**config.mk**
```make
export PLATFORM = sky130hd
export DESIGN_NAME = tenyr_mem_arbiter
export DESIGN_NICKNAME = d
export VERILOG_FILES = /design/src/rtl/tenyr_mem_arbiter.sv
export SDC_FILE = /design/constraint.sdc
export NUM_CORES = 1
export LEC_CHECK = 0
export CAP_MARGIN = 20
export CORE_AREA = 2 2 120 122
export CTS_CLUSTER_SIZE = 12
export DETAILED_ROUTE_END_ITERATION = 8
export DIE_AREA = 0 0 122 124
export PLACE_DENSITY = 0.78
export SYNTH_ARGS = -nofsm -noshare
export SYNTH_HDL_FRONTEND = slang
export SYNTH_SLANG_ARGS = --single-unit
```
**constraint.sdc**
```tcl
create_clock -name clk -period 2.1 [get_ports clk]
set_input_delay 0.525 -clock clk [delete_from_list [all_inputs] [get_ports clk]]
set_output_delay 0.525 -clock clk [all_outputs]
set_load 0.02 [all_outputs]
```
**src/rtl/tenyr_mem_arbiter.sv**
```systemverilog
// tenyr_mem_arbiter: shares one synchronous memory between fetch and data ports, data-first with starvation guard.
// Optional protocol checker on err enabled by TENYR_MEMARB_PROTOCHECK_EN.
module tenyr_mem_arbiter #(
  parameter int ADDR_WIDTH = 32,
  parameter int DATA_WIDTH = 32,
  parameter int LATENCY    = 1,
  parameter int MAX_STARVE = 4
) (
  input  logic                  clk,
  input  logic                  reset,
  input  logic                  i_req,
  input  logic [ADDR_WIDTH-1:0] i_addr,
  output logic                  i_ack,
  output logic [DATA_WIDTH-1:0] i_data,
  input  logic                  d_req,
  input  logic                  d_rw,
  input  logic [ADDR_WIDTH-1:0] d_addr,
  input  logic [DATA_WIDTH-1:0] d_wdata,
  output logic                  d_ack,
  output logic [DATA_WIDTH-1:0] d_rdata,
  output logic                  m_en,
  output logic                  m_we,
  output logic [ADDR_WIDTH-1:0] m_addr,
  output logic [DATA_WIDTH-1:0] m_wdata,
  input  logic [DATA_WIDTH-1:0] m_rdata,
  output logic                  busy,
  output logic                  err
);
  typedef enum logic [1:0] {IDLE, ISSUE, WAIT, DONE} state_t;
  localparam logic [3:0] MAXS = 4'(MAX_STARVE);
  localparam logic [2:0] LAST = 3'(LATENCY - 1);
  state_t                state_q, state_d;
  logic [1:0]            own_q, own_d;
  logic                  rw_q, rw_d;
  logic [ADDR_WIDTH-1:0] addr_q, addr_d;
  logic [DATA_WIDTH-1:0] wdata_q, wdata_d, idata_q, idata_d, drdata_q, drdata_d;
  logic [2:0]            lat_q, lat_d;
  logic [3:0]            cnt_q, cnt_d;
  logic                  gnt_d, gnt_i;
  assign gnt_d = d_req && !(i_req && cnt_q == MAXS);
  assign gnt_i = i_req && !gnt_d;
  // own bit 0 = fetch owns the memory, bit 1 = data owns it
  always_comb begin
    state_d  = state_q;
    own_d    = own_q;
    rw_d     = rw_q;
    addr_d   = addr_q;
    wdata_d  = wdata_q;
    idata_d  = idata_q;
    drdata_d = drdata_q;
    lat_d    = lat_q;
    cnt_d    = cnt_q;
    case (state_q)
      IDLE: if (i_req || d_req) begin
        state_d = ISSUE;
        own_d   = {gnt_d, gnt_i};
        rw_d    = gnt_d && d_rw;
        addr_d  = gnt_d ? d_addr : i_addr;
        wdata_d = gnt_d ? d_wdata : wdata_q;
        cnt_d   = gnt_i ? 4'd0 : (i_req && cnt_q != MAXS) ? cnt_q + 4'd1 : cnt_q;
      end
      ISSUE: begin
        state_d = rw_q ? DONE : WAIT;
        lat_d   = 3'd0;
      end
      WAIT: begin
        lat_d = lat_q + 3'd1;
        if (lat_q == LAST) begin
          state_d  = DONE;
          idata_d  = own_q[0] ? m_rdata : idata_q;
          drdata_d = own_q[1] ? m_rdata : drdata_q;
        end
      end
      default: begin
        state_d = IDLE;
        own_d   = 2'b00;
      end
    endcase
  end
  always_ff @(posedge clk) begin
    if (reset) begin
      state_q  <= IDLE;
      own_q    <= 2'b00;
      rw_q     <= 1'b0;
      addr_q   <= '0;
      wdata_q  <= '0;
      idata_q  <= '0;
      drdata_q <= '0;
      lat_q    <= 3'd0;
      cnt_q    <= 4'd0;
    end else begin
      state_q  <= state_d;
      own_q    <= own_d;
      rw_q     <= rw_d;
      addr_q   <= addr_d;
      wdata_q  <= wdata_d;
      idata_q  <= idata_d;
      drdata_q <= drdata_d;
      lat_q    <= lat_d;
      cnt_q    <= cnt_d;
    end
  end
  assign m_en    = state_q == ISSUE;
  assign m_we    = m_en && rw_q;
  assign m_addr  = addr_q;
  assign m_wdata = wdata_q;
  assign i_ack   = state_q == DONE && own_q[0];
  assign d_ack   = state_q == DONE && own_q[1];
  assign i_data  = idata_q;
  assign d_rdata = drdata_q;
  assign busy    = state_q != IDLE;
`ifdef TENYR_MEMARB_PROTOCHECK_EN
  logic err_q, viol;
  // compare the owner's live request against what was latched at grant
  assign viol = (state_q == ISSUE || state_q == WAIT) &&
    (own_q[1] ? (!d_req || d_rw != rw_q || d_addr != addr_q || d_wdata != wdata_q)
              : (!i_req || i_addr != addr_q));
  always_ff @(posedge clk) err_q <= reset ? 1'b0 : (err_q || viol);
  assign err = err_q;
`else
  assign err = 1'b0;
`endif
endmodule

```
==> results by group, run 1 <==
Placed design
  – DP HPWL: 11100 µm
  – Routability-driven placement congestion ratio: 0.794
  – Cell count after placement: 1096
  – Buffers on Ports: 265
  – Post-placement cell area: 8300 µm²

Synth
  – Synth top area cells: dfxtp_1, nand2_1, a21oi_1
  – Top_reg_cell synth: dfxtp_1
  – Seq cells post-synth: 140
  – Most frequent cell after synthesis: nand2_1
  – Syn Inst Count: 690
  – Synthesized Nets: 832
  – Fraction of registers with async set/reset: 0%
  – Syn avg cell area: 7.85 µm²
  – Post-synth EDFFs: 0
  – Synth Cell Area: 5420 µm²
  – Yosys top cell area share: 51.7%
  – Largest area contributor in the netlist: dfxtp_1
  – Synth top cells by count: nand2_1, dfxtp_1, a21oi_1
  – Yosys warnings: 0
  – Netlist cell types: 29
  – Seq/Total Area, Yosys: 51.7%

Timing
  – Slew Viols, Final: 0
  – Fin crit period: 1990 ps
  – Max Clk Rate: 502 MHz
  – Layout Skew: 6.22 ps
  – RSZ-0062 raised after global routing: no
  – Final Hold Viols: 0
  – Final setup fails: 0
  – Final period util: 94.8%

Critical path
  – R2r setup slk: 220 ps
  – Critical path capture point type: output pin
  – RR Startpoint: state_q[0]
  – Worst setup path category: reg2out
  – Buf/Inv on CP: 3
  – Worst path required time: 1570 ps
  – Cell depth of the worst flop-to-flop path: 7
  – Crit path DAT: 1470 ps
  – Critical Path Source Type: register
  – Crit-path cells: inv_1 -> ha_1 -> nand2_1 -> inv_1 -> dlygate4sd2_1
  – Most frequent CP cell: inv_1
  – Worst R2R End: state_q[1]
  – Crit path max-delay family: buffers and inverters
  – CP max FO: 5
  – CP max stage cell: dfxtp_2
  – CP peak stage delay: 360 ps

Route
  – Drt first-iter violations: 315
  – Final antenna-violating net count: 0
  – Initial DRT Pass Iterations: 7
  – Vias per inst: 4.90
  – DRC: 0
  – WL final: 15800 µm
  – DR WL/cell: 14.0 µm
  – Vias: 5526

Clock network
  – CTS tree: built
  – Post-CTS setup buffers: 0
  – CTS buffer count: 17
  – Clock latency on the worst-skew pair: 410 ps
  – Root Buffer: clkbuf_16
  – CTS Buffer Depth: 2
  – Clock-pin slew on the worst setup and hold paths: 60 ps
  – H-tree levels: 4
  – Clock Sinks: 140

Floorplanning
  – IO Pins: 267
  – Core Region: 13700 µm²
  – Initial Util: 39.5%
  – # rows: 43
  – DIE HEIGHT: 124 µm
  – Die ar.: 15100 µm²
  – Die width: 122 µm

Status
  – Status: complete, no violations

Global routing
  – Largest net degree at the start of global routing: 55
  – First-pass GRT wire length: 24400 µm
  – Overflow left after global routing: 0
  – Vias in the first global route: 4988
  – Initial antenna violation count: 0
  – Global-route usage over all layers: 20.4%

Final layout
  – Final nets: 1077
  – Layout cells sized above 1: 5.91%
  – Syn-to-layout area delta: 65.8%
  – Antenna cell count: 0
  – Finished Cell Area: 8980 µm²
  – Layout fillers: 1150
  – Final Non-Filler Cells: 1128

Min path
  – HP Class: reg2reg
  – Hold path start: m_wdata[27]
  – Worst Hold Depth: 2
  – Min-Delay Endpoint: m_wdata[27]

Pwr
  – Power per cell area: 1100 nW/µm²
  – Worst vdd ir: 759 µV
  – Leak: 3.28 nW
  – Design Power: 9.92 mW

Run
  – Max Cap Viol: 0
per-layer routing:
metal  up-vias  GRT usage (%)  share of wire (%)
li1       2783              -                  -
met1      2515           23.0                 41
met2       209           35.5                 50
met3        19           7.46                8.2
met4         0           7.26                1.5
met5         -              0                  0
worst min-delay path, stage by stage, from the launching register on:
cell     delay [ps]
dfxtp_1         300
nand2_1          50
a21oi_1          50
report_power, final:
| part | leakage [nW] | internal (mW) | total (mW) | switching, mW |
|---|---|---|---|---|
| combinational | 1.82 | 1.45 | 3.19 | 1.74 |
| clock | 0.320 | 2.27 | 3.41 | 1.14 |
| sequential | 1.14 | 3.09 | 3.32 | 0.231 |
| total | 3.28 | 6.81 | 9.92 | 3.11 |
worst max path at each step:
stage	slack, ps	end	cells past startpoint	from
6_report	110	m_we	5	state_q[1]
5_1_grt	30	m_we	5	state_q[1]
4_1_cts	10	m_we	5	state_q[1]
3_5_place_dp	-10	m_addr[7]	6	i_req
3_3_place_gp	80	own_q[0]	5	i_req
2_1_floorplan	450	m_addr[25]	8	state_q[0]
cells by family (layout without fill, tap and decap cells):
family	after synthesis	after routing	share of synthesized area (%)
buf+inv	67	325	5.54
fa+ha+maj	9	9	2.08
other cells	1	1	0.0692
compound gates	145	145	15.7
simple gates	326	326	24.5
mux	2	2	0.370
flops	140	140	51.7
repair_timing:
item / 4_1_cts / 5_1_grt
endpoints found under the setup margin: 5 / 4
hold buffers: 0 / 0
resized for setup: 5 / 4
pin swaps: 0 / 0
final cells by class:
| cell class | instances | area [µm²] | area share, % |
|---|---|---|---|
| clock buffers | 19 | 443 | 4.93 |
| clock inverters | 13 | 238 | 2.65 |
| inverters | 9 | 33.8 | 0.376 |
| multi-input cells | 483 | 2330 | 25.9 |
| flip-flops and latches | 140 | 2800 | 31.2 |
| well taps | 180 | 225 | 2.51 |
| repair buffers | 284 | 2910 | 32.4 |
registers in the layout, summed over array words and instances, names as in the netlist:
| signal | flops |
|---|---|
| d_rdata | 32 |
| i_data | 32 |
| m_addr | 32 |
| m_wdata | 32 |
| cnt_q | 4 |
| lat_q | 3 |
| own_q | 2 |
| state_q | 2 |
| rw_q | 1 |
cells in the final DEF, fill, tap and decap left out, types with 6 or more instances in the layout:
cell type        count
ha_1                 9
a21oi_1            106
inv_1                9
dfxtp_1            139
buf_4               10
nor2_1              36
bufinv_16            6
buf_12              10
a311oi_1            32
clkbuf_16           17
nand2_1            231
nand3_1             40
clkdlybuf4s50_1    259
metrics by stage:
| step | TNS, ps | hold WS, ps | utilization, % | worst slack, ps |
|---|---|---|---|---|
| 6_report | 0 | 452 | 65.5 | 110 |
| 5_1_grt | 0 | 466 | 65.5 | 27.9 |
| 4_1_cts | 0 | 453 | 65.4 | 13.3 |
| 3_5_place_dp | -14.4 | 446 | 60.5 | -12.9 |
| 3_3_place_gp | 0 | 441 | 60.5 | 77.6 |
| 2_1_floorplan | 0 | 450 | - | 446 |
No activity file was read; power rests on OpenSTA's default activity.
==> run 2, diff against run 1 <==
--- a/config.mk
+++ b/config.mk
@@ -11,6 +11,7 @@
 export DETAILED_ROUTE_END_ITERATION = 8
 export DIE_AREA = 0 0 122 124
 export PLACE_DENSITY = 0.78
+export SLEW_MARGIN = 20
 export SYNTH_ARGS = -nofsm -noshare
 export SYNTH_HDL_FRONTEND = slang
 export SYNTH_SLANG_ARGS = --single-unit
==> results of run 2 <==
Final layout, timing and power as in run 1 (identical DEF).
==> run 3, diff against run 2 <==
--- a/config.mk
+++ b/config.mk
@@ -5,13 +5,13 @@
 export SDC_FILE = /design/constraint.sdc
 export NUM_CORES = 1
 export LEC_CHECK = 0
-export CAP_MARGIN = 20
+export CAP_MARGIN = 15
 export CORE_AREA = 2 2 120 122
 export CTS_CLUSTER_SIZE = 12
 export DETAILED_ROUTE_END_ITERATION = 8
 export DIE_AREA = 0 0 122 124
 export PLACE_DENSITY = 0.78
-export SLEW_MARGIN = 20
+export SLEW_MARGIN = 30
 export SYNTH_ARGS = -nofsm -noshare
 export SYNTH_HDL_FRONTEND = slang
 export SYNTH_SLANG_ARGS = --single-unit
==> results of run 3 <==
Final layout, timing and power as in run 1 (identical DEF).
